### src/rtl/periph_arb_pkg.sv
// Shared types and defaults for the peripheral TX round-robin arbiter.
package periph_arb_pkg;

    typedef enum logic [0:0] {
        IDLE,
        GRANT
    } arb_state_t;

    localparam int unsigned NUM_PERIPHS_DEFAULT = 8;
    localparam int unsigned BURST_MAX_DEFAULT   = 16;

    function automatic int unsigned periph_id_w(input int unsigned n);
        return (n > 1) ? $clog2(n) : 1;
    endfunction

    localparam int unsigned PERIPH_ID_W = periph_id_w(NUM_PERIPHS_DEFAULT);

endpackage

### src/rtl/periph_tx_arbiter_if.sv
// FIFO-side and controller-side signals of the peripheral TX arbiter.
interface periph_tx_arbiter_if
    import periph_arb_pkg::*;
#(
    parameter int unsigned NUM_PERIPHS = NUM_PERIPHS_DEFAULT,
    parameter int unsigned DATA_WIDTH  = 32
);
    localparam int unsigned ID_W = periph_id_w(NUM_PERIPHS);

    logic                              periph_ready;
    logic [NUM_PERIPHS-1:0]            periph_enable;
    logic [NUM_PERIPHS-1:0]            periph_empty;
    logic [NUM_PERIPHS*DATA_WIDTH-1:0] periph_data;
    logic [NUM_PERIPHS-1:0]            periph_rd_en;
    logic                              data_available;
    logic                              read_data;
    logic [DATA_WIDTH-1:0]             data_out;
    logic [ID_W-1:0]                   grant_id;
    logic                              grant_active;

    // Arbiter side.
    modport master (
        input  periph_ready, periph_enable, periph_empty, periph_data, read_data,
        output periph_rd_en, data_available, data_out, grant_id, grant_active
    );

    // FIFO / controller side.
    modport slave (
        output periph_ready, periph_enable, periph_empty, periph_data, read_data,
        input  periph_rd_en, data_available, data_out, grant_id, grant_active
    );

endinterface

### src/rtl/rr_picker.sv
// Combinational round-robin picker: first set request at or after last_id+1, with wrap.
module rr_picker
    import periph_arb_pkg::*;
#(
    parameter int unsigned NUM_PERIPHS = NUM_PERIPHS_DEFAULT,
    localparam int unsigned IdW = periph_id_w(NUM_PERIPHS)
) (
    input  logic [NUM_PERIPHS-1:0] req,
    input  logic [IdW-1:0]         last_id,
    output logic                   valid,
    output logic [IdW-1:0]         pick_id
);

    logic [2*NUM_PERIPHS-2:0] dbl;
    logic [NUM_PERIPHS-1:0]   rot;
    logic [IdW:0]             start;
    logic [IdW:0]             idx;
    logic [IdW:0]             sum;
    logic                     found;

    always_comb begin
        // The top copy only needs N-1 bits: a rotation never reaches past start+N-1.
        dbl   = {req[NUM_PERIPHS-2:0], req};
        start = (last_id == IdW'(NUM_PERIPHS - 1)) ? '0 : ({1'b0, last_id} + 1'b1);
        rot   = '0;
        idx   = '0;
        for (int i = 0; i < int'(NUM_PERIPHS); i++) begin
            idx    = start + (IdW + 1)'(i);
            rot[i] = dbl[idx];
        end

        valid   = |req;
        pick_id = '0;
        found   = 1'b0;
        sum     = '0;
        for (int i = 0; i < int'(NUM_PERIPHS); i++) begin
            if (!found && rot[i]) begin
                found = 1'b1;
                sum   = start + (IdW + 1)'(i);
                if (sum >= (IdW + 1)'(NUM_PERIPHS)) begin
                    sum = sum - (IdW + 1)'(NUM_PERIPHS);
                end
                pick_id = sum[IdW-1:0];
            end
        end
    end

endmodule

### src/rtl/periph_tx_arbiter.sv
// Round-robin arbiter sharing the FT601 write path among peripheral FWFT TX FIFOs,
// with bursts bounded by BURST_MAX.
module periph_tx_arbiter
    import periph_arb_pkg::*;
#(
    parameter int unsigned NUM_PERIPHS = NUM_PERIPHS_DEFAULT,
    parameter int unsigned DATA_WIDTH  = 32,
    parameter int unsigned BURST_MAX   = BURST_MAX_DEFAULT
) (
    input logic               clk,
    input logic               rst,
    periph_tx_arbiter_if.master bus
);

    localparam int unsigned IdW  = periph_id_w(NUM_PERIPHS);
    localparam int unsigned CntW = $clog2(BURST_MAX + 1);

    arb_state_t             state_q;
    logic [IdW-1:0]         grant_id_q;
    logic [IdW-1:0]         last_id_q;
    logic [CntW-1:0]        burst_cnt_q;

    logic [NUM_PERIPHS-1:0] req;
    logic                   pick_valid;
    logic [IdW-1:0]         pick_id;
    logic                   head_valid;
    logic                   pop;
    logic                   burst_done;
    logic                   exit_grant;

    rr_picker #(
        .NUM_PERIPHS(NUM_PERIPHS)
    ) u_picker (
        .req     (req),
        .last_id (last_id_q),
        .valid   (pick_valid),
        .pick_id (pick_id)
    );

    always_comb begin
        req        = ~bus.periph_empty & bus.periph_enable;
        head_valid = (state_q == GRANT) && !bus.periph_empty[grant_id_q];
        // A grant being torn down by reset must not pop a word that nobody will forward.
        pop        = head_valid && bus.read_data && !rst;
        burst_done = pop && (burst_cnt_q == CntW'(BURST_MAX - 1));
        exit_grant = burst_done || bus.periph_empty[grant_id_q] || !bus.periph_ready ||
                     !bus.periph_enable[grant_id_q];
    end

    assign bus.periph_rd_en   = pop ? (NUM_PERIPHS'(1) << grant_id_q) : '0;
    assign bus.data_available = head_valid;
    assign bus.data_out       = bus.periph_data[grant_id_q*DATA_WIDTH +: DATA_WIDTH];
    assign bus.grant_id       = grant_id_q;
    assign bus.grant_active   = (state_q == GRANT);

    always_ff @(posedge clk) begin
        if (rst) begin
            state_q     <= IDLE;
            grant_id_q  <= '0;
            last_id_q   <= IdW'(NUM_PERIPHS - 1);
            burst_cnt_q <= '0;
        end else begin
            unique case (state_q)
                IDLE: begin
                    if (bus.periph_ready && pick_valid) begin
                        grant_id_q  <= pick_id;
                        last_id_q   <= pick_id;
                        burst_cnt_q <= '0;
                        state_q     <= GRANT;
                    end
                end
                GRANT: begin
                    if (pop) begin
                        burst_cnt_q <= burst_cnt_q + 1'b1;
                    end
                    if (exit_grant) begin
                        state_q <= IDLE;
                    end
                end
            endcase
        end
    end

endmodule

### src/flat_wrapper.sv
// flat-port wrapper written by rule: the top's interface ports become plain ports
module periph_tx_arbiter_flat import periph_arb_pkg::*;
#(
    parameter int unsigned NUM_PERIPHS = NUM_PERIPHS_DEFAULT,
    parameter int unsigned DATA_WIDTH  = 32,
    parameter int unsigned BURST_MAX   = BURST_MAX_DEFAULT
)
  (clk, rst, bus_periph_ready, bus_periph_enable, bus_periph_empty, bus_periph_data, bus_read_data, bus_periph_rd_en, bus_data_available, bus_data_out, bus_grant_id, bus_grant_active);
  periph_tx_arbiter_if #(.NUM_PERIPHS(NUM_PERIPHS), .DATA_WIDTH(DATA_WIDTH)) bus_i ();
  input logic clk;
  input logic rst;
  input wire logic [$bits(bus_i.periph_ready)-1:0] bus_periph_ready;
  input wire logic [$bits(bus_i.periph_enable)-1:0] bus_periph_enable;
  input wire logic [$bits(bus_i.periph_empty)-1:0] bus_periph_empty;
  input wire logic [$bits(bus_i.periph_data)-1:0] bus_periph_data;
  input wire logic [$bits(bus_i.read_data)-1:0] bus_read_data;
  output wire logic [$bits(bus_i.periph_rd_en)-1:0] bus_periph_rd_en;
  output wire logic [$bits(bus_i.data_available)-1:0] bus_data_available;
  output wire logic [$bits(bus_i.data_out)-1:0] bus_data_out;
  output wire logic [$bits(bus_i.grant_id)-1:0] bus_grant_id;
  output wire logic [$bits(bus_i.grant_active)-1:0] bus_grant_active;
  assign bus_i.periph_ready = bus_periph_ready;
  assign bus_i.periph_enable = bus_periph_enable;
  assign bus_i.periph_empty = bus_periph_empty;
  assign bus_i.periph_data = bus_periph_data;
  assign bus_i.read_data = bus_read_data;
  assign bus_periph_rd_en = bus_i.periph_rd_en;
  assign bus_data_available = bus_i.data_available;
  assign bus_data_out = bus_i.data_out;
  assign bus_grant_id = bus_i.grant_id;
  assign bus_grant_active = bus_i.grant_active;
  periph_tx_arbiter #(.NUM_PERIPHS(NUM_PERIPHS), .DATA_WIDTH(DATA_WIDTH), .BURST_MAX(BURST_MAX)) u_core (.clk(clk), .rst(rst), .bus(bus_i));
endmodule
### config.mk
export PLATFORM = sky130hd
export DESIGN_NAME = periph_tx_arbiter_flat
export DESIGN_NICKNAME = d
export VERILOG_FILES = /design/src/rtl/periph_arb_pkg.sv /design/src/rtl/periph_tx_arbiter_if.sv /design/src/rtl/rr_picker.sv /design/src/rtl/periph_tx_arbiter.sv /design/src/flat_wrapper.sv
export SDC_FILE = /design/constraint.sdc
export NUM_CORES = 1
export LEC_CHECK = 0
export CORE_AREA = 2 2 125 127
export DETAILED_ROUTE_END_ITERATION = 10
export DIE_AREA = 0 0 127 129
export DONT_BUFFER_PORTS = 1
export HOLD_SLACK_MARGIN = 0.03
export PLACE_DENSITY_LB_ADDON = 0.25
export REMOVE_ABC_BUFFERS = 1
export SYNTH_ARGS = -nofsm -noshare
export SYNTH_HDL_FRONTEND = slang
export SYNTH_SLANG_ARGS = --single-unit
### constraint.sdc
create_clock -name clk -period 4.4 [get_ports clk]
set_input_delay 0.44 -clock clk [delete_from_list [all_inputs] [get_ports clk]]
set_output_delay 0.44 -clock clk [all_outputs]
set_load 0.05 [all_outputs]
### Word-level counts from Yosys, hierarchy flattened

Cells that the tools add are included.

* add/subtract/negate cells: 17
* multipliers: 0
* div/mod/pow operators: 0
* $lt $le $gt $ge: 17
* eq/ne operators: 4
* shift operators: 2
* multiplexer cells: 51
* bitwise logic cells: 3
* reductions and logical operators: 29

Operators with widths (number)
* $shiftx 256x9->32: 1
* $mux 3: 16
* $lt 4x5->1 const B: 8
* $bmux 1 s4: 8
* $ge 4x4->1 const B: 8
* $sub 3x1->3 const B: 8
* $mux 1: 19
* $add 4x3->4 const B: 4
* $logic_and 1x1->1: 12
* $logic_not 1->1: 11
* $mux 5: 2
* $pmux 5 s2: 1
* $add 4x2->4 const B: 2
* $and 8x8->8: 1
* $mux 8: 1
* $not 8->8: 1
* $reduce_or 8->1: 1
* $shl 1x3->8 const A: 1
* $bmux 1 s3: 2
* $add 5x1->5 const B: 1
* $eq 5x4->1 const B: 1
* $add 3x1->4 const B: 1
* $add 4x1->4 const B: 1
* $lt 3x4->1 const B: 1
* other kinds (8): 11

* register bits after elaboration: 12
* latch bits: 0
* RAM bits: 0
* memory bits (read-only): 0
* bits of input ports: 276
* output and inout bits: 45
* memories: 0

### Depth between registers and ports, before layout

* word-level depth: 26
* gate-level depth with buffers: 15
* depth with buffers taken out: 13

### By module

A second synthesis with hierarchy kept.

* cells, all modules: 365
* area, all modules: 3817.4 um^2

By module, submodules not included
* periph_tx_arbiter: times used 1, cells an instance 206, area an instance 2692.6 um^2
* rr_picker: times used 1, cells an instance 159, area an instance 1124.8 um^2

### Worst setup path after synthesis

Ideal clock, no wire load.

* path kind: reg2out
* start point: reg u_core.grant_id_q[0] (netlist: u_core.bus.grant_id[0])
* end point: out bus_periph_rd_en[0]
* arrival: 3.863 ns
* path slack: 0.097 ns
* cell stages (with the launch flop): 8
* path buffers: 1
* cell sequence: dfxtp_1 buf_1 mux4_2 mux2i_1 and2_1 nand3b_1 or2_2 nor3_1

* cells in the longest elaborated chain, start to end: 7

RTL lines
* from (decl): RTL line periph_tx_arbiter.sv:19 `logic [IdW-1:0] grant_id_q;`
* from (signal assigned): RTL line periph_tx_arbiter.sv:66 `grant_id_q <= pick_id;`
* $bmux 1 s3: RTL line periph_tx_arbiter.sv:42 `head_valid = (state_q == GRANT) && !bus.periph_empty[grant_id_q];`
* $mux 1 (implied by the code): RTL line periph_tx_arbiter.sv:42
* $logic_not 1->1: RTL line periph_tx_arbiter.sv:42
* $logic_and 1x1->1: RTL line periph_tx_arbiter.sv:42
* via bus_data_available: RTL line flat_wrapper.sv:18 `output wire logic [$bits(bus_i.data_available)-1:0] bus_data_available;`
* $logic_and 1x1->1 (2 in a row): RTL line periph_tx_arbiter.sv:44 `pop = head_valid && bus.read_data && !rst;`
* $mux 8: RTL line periph_tx_arbiter.sv:50 `assign bus.periph_rd_en = pop ? (NUM_PERIPHS'(1) << grant_id_q) : '0;`
* to (decl): RTL line flat_wrapper.sv:17 `output wire logic [$bits(bus_i.periph_rd_en)-1:0] bus_periph_rd_en;`

The timed path passes the listed nets, and every way through them passes these cells. The select of a mux whose other input is x is not followed.

### Worst setup path in the final report

* start point: reg u_core.last_id_q[1]
* end point: reg u_core.grant_id_q[2] (netlist: u_core.bus.grant_id[2])

* cells in the longest elaborated chain, start to end: 26

RTL lines
* from (decl): RTL line periph_tx_arbiter.sv:20 `logic [IdW-1:0] last_id_q;`
* from (signal assigned): RTL line periph_tx_arbiter.sv:60 `last_id_q <= IdW'(NUM_PERIPHS - 1);`
* from (signal assigned): RTL line periph_tx_arbiter.sv:67 `last_id_q <= pick_id;`
* $add 3x1->4 / $eq 3x3->1 (equally long branches): RTL line rr_picker.sv:24 `start = (last_id == IdW'(NUM_PERIPHS - 1)) ? '0 : ({1'b0, last_id} + 1'b1);`
* $mux 4 (*): RTL line rr_picker.sv:24
* parallel branches: the longest is 23 deep, another holds $add 4x1->4
* $mux 3 (*): RTL line rr_picker.sv:37 `if (!found && rot[i]) begin`

Mark *: on every way between the ends. The select of a mux whose other input is x is not followed.
A chain may end at the register's enable or synchronous reset.

==> flow_summary_export.csv <==
group,metric,value,unit
run_status,status,"finished, final reports clean",
power_and_ir_drop,switching_share,56.9,%
sta,setup_tns,0,ns
power_and_ir_drop,clkPwrFrac,6.3,%
synth,ys.flop_type,"dfxtp_1",
synth,syn_avg_cell_area,11.0,µm²
floorplanning,ios,321,
synth,syn_inst,337,
clock_network,cts_setup_buffers,0,
floorplanning,initial_utilization,24.7,%
placement,placed_cells,513,
grt,overflow,0,
power_and_ir_drop,p_leak,0.00122,µW
floorplanning,die_area,16400,µm²
worst_setup_path,crit_end,"u_core.bus.grant_id[2]",
sta,tightest_slew,0.846,ns
grt,grt_pass1_wl,20700,µm
synth,synth_edf_count,0,
clock_network,insertion_delay,0.24,ns
synth,synthesis.area,3690,µm²
worst_setup_path,critPathKind,"reg2reg",
synth,synth_common_cells,"mux4_2 (71), mux2_2 (34), nand2_1 (20)",
route,drt_wl_total,15000,µm
clock_network,cts_buffers,3,
floorplanning,core_area,15000,µm²
placement,placed_cell_area,3940,µm²
sta,final.period_utilization,85.8,%
route,vias,3229,
sta,finalHoldViolations,0,
worst_setup_path,crit_required,4.57,ns
layout,instances_no_fill,520,
route,highest-signal-layer,"met5",
route,firstDrtPassIters,4,
job,max_cap_violations,0,
clock_network,path_clk_slew,0.05,ns
synth,ys_ff_latch,12,
sta,post-route-min-period,3.77,ns
placement,io_buffers,0,
grt,grt_max_degree,49,
floorplanning,dieWidth,127,µm
clock_network,cts_resized,0,
sta,timing_max_transition_violations_final,0,
synth,synthMostInstantiatedCell,"mux4_2",
synth,yosys_warnings,0,
layout,final_core_util,26.9,%
power_and_ir_drop,power_frac_seq,5.9,%
synth,synth-compound-area-share,13.7,%
route,routedWlPerCell,28.9,µm
clock_network,clock_path_buffers,2,
power_and_ir_drop,power.density,736,nW/µm²
grt,antenna_found_initial,6,
worst_setup_path,cp-end-kind,"flop",
power_and_ir_drop,power_report.internal_total,1280,µW
min_path,hold_path_class,"in2reg",
clock_network,cts.sinks,12,
synth,yosys.area_share.adder,1.69,%
route,vias_per_cell,6.21,
placement,gp_congestion,0.832,
synth,yosysTopAreaCell,"mux4_2",
sta,fin_worst_skew,0.00375,ns
sta,relSlewSlack,42.1,%
layout,area_delta_synth_final,9.28,%
synth,synth_top_family_by_area,"multiplexers",
synth,yosys.area_share.simple,15.6,%
synth,async_reset_ff_share,0,%
sta,setup_viol,0,
route,antenna_left,0,
layout,fin_area,4040,µm²
worst_setup_path,cp-startpoint,"u_core.last_id_q[1]",
worst_setup_path,worstReg2RegStart,"u_core.last_id_q[1]",
placement,place_hpwl,13100,µm
clock_network,postCtsHoldBufs,0,
synth,muxShareOfSynthArea,56.9,%
synth,synth_top_area_share,43.3,%
sta,rsz0062_at_grt,"no",
worst_setup_path,critPathLaunchType,"flop",
worst_setup_path,worstPathArrival,3.94,ns
clock_network,cts_root_buf,"clkbuf_16",
worst_setup_path,path_max_fanout,12,
power_and_ir_drop,p_comb_share,87.8,%
sta,clock.fmax,0.265,GHz
clock_network,cts_tree,"yes",
power_and_ir_drop,ir_drop,0.000251,V
power_and_ir_drop,p_sw,1690,µW
worst_setup_path,reg2reg_depth,13,
grt,grt_pass1_vias,3294,
worst_setup_path,r2r_end,"u_core.bus.grant_id[2]",
route,wl_met3,1260,µm
floorplanning,rows,45,
layout,nets,611,
clock_network,cts.htree.levels,1,
synth,synthDistinctLibCells,68,
route,drt_iter0_drc,195,
synth,synthXorXnorAreaFrac,1.15,%
layout,drive_gt1_share,44.4,%
synth,synth.area.top_cells,"mux4_2 (43%), mux2_2 (10%), dfxtp_1 (6.5%)",
route,drc,0,
grt,grt.total_usage,16.8,%
route,dr_wl_met2,7860,µm
worst_setup_path,rrSetupSlack,0.63,ns
synth,ys_seq_area_share,6.51,%
sta,hold_slack,0.259,ns
floorplanning,die_y,129,µm
route,met1_length,5720,µm
through the flow:
stage | worst slack [ns] | total power, µW
floorplan | -2.35 | 2350
global placement | 0.741 | 2780
detailed placement | 0.675 | 2770
CTS | 0.657 | 2970
global route | 0.340 | 3190
finish | 0.626 | 2970
cell usage in the layout, fill, tap and decap left out, types with 3 or more instances in the layout:
cell	count
mux4_2	71
mux2_2	34
nand2_1	20
buf_4	18
nor2_1	16
a21oi_1	14
nand2b_1	13
nor2b_1	9
dfxtp_1	9
o21ai_0	8
nand3_1	7
mux2i_1	6
inv_1	5
nor3_1	5
o211ai_1	5
ha_1	5
nand3b_1	4
a21o_1	4
a211oi_1	4
or4b_1	4
diode_2	3
and3_1	3
nand4_1	3
clkbuf_16	3
flip-flops by register name, indices dropped and copies added, names as in the netlist:
register                 count
u_core.last_id_q             3
u_core.bus.grant_id          3
u_core.bus.grant_active      1
u_core.burst_cnt_q           5
kinds of logic (layout without fill, tap and decap cells):
logic type | count (synthesis) | after routing
mux | 114 | 114
simple gates | 99 | 99
compound gates | 66 | 66
buf+inv | 37 | 29
flops | 12 | 12
fa+ha+maj | 5 | 5
xor+xnor | 4 | 4
other cells | 0 | 3
cell type report:
type	instances	area, µm²
diodes	3	7.51
clock buffers	4	88.8
fillers	1594	10900
inverters	7	31.3
multi-input cells	288	3290
flip-flops and latches	12	249
well taps	188	235
repair buffers	18	135
routing by layer:
layer	vias to the layer above	GRT usage, %
li1	1400	-
met1	1626	21.0
met2	180	29.5
met3	17	4.99
met4	6	2.65
met5	-	0
critical path, stage by stage, from the launching register on:
cell	delay (ns)
dfxtp_1	0.37
ha_1	0.21
ha_1	0.32
nor2b_4	0.27
inv_4	0.10
ha_1	0.52
and4b_1	0.26
a211oi_1	0.06
o22ai_2	0.25
a32o_1	0.37
nand4_2	0.19
a221o_1	0.30
a311o_1	0.37
a21oi_1	0.12
power by group through the flow:
| stage | clock network, µW | registers [µW] | logic [µW] |
|---|---|---|---|
| 2_1_floorplan | 0 | 293 | 2060 |
| 3_3_place_gp | 0 | 178 | 2600 |
| 3_5_place_dp | 0 | 177 | 2590 |
| 4_1_cts | 194 | 175 | 2600 |
| 5_1_grt | 200 | 181 | 2810 |
| 6_report | 188 | 176 | 2610 |
worst min-delay path by stage:
stage,slack [ns],from,endpoint,cells after the start
floorplan,0.44,u_core.burst_cnt_q[4],u_core.burst_cnt_q[4],2
global placement,0.45,u_core.burst_cnt_q[4],u_core.burst_cnt_q[4],2
detailed placement,0.47,u_core.burst_cnt_q[4],u_core.burst_cnt_q[4],2
finish,0.26,rst,u_core.bus.grant_id[2],1
global route,0.25,rst,u_core.bus.grant_id[2],1
CTS,0.25,rst,u_core.bus.grant_id[2],1
Note: power is estimated with default switching activity, not from simulation.
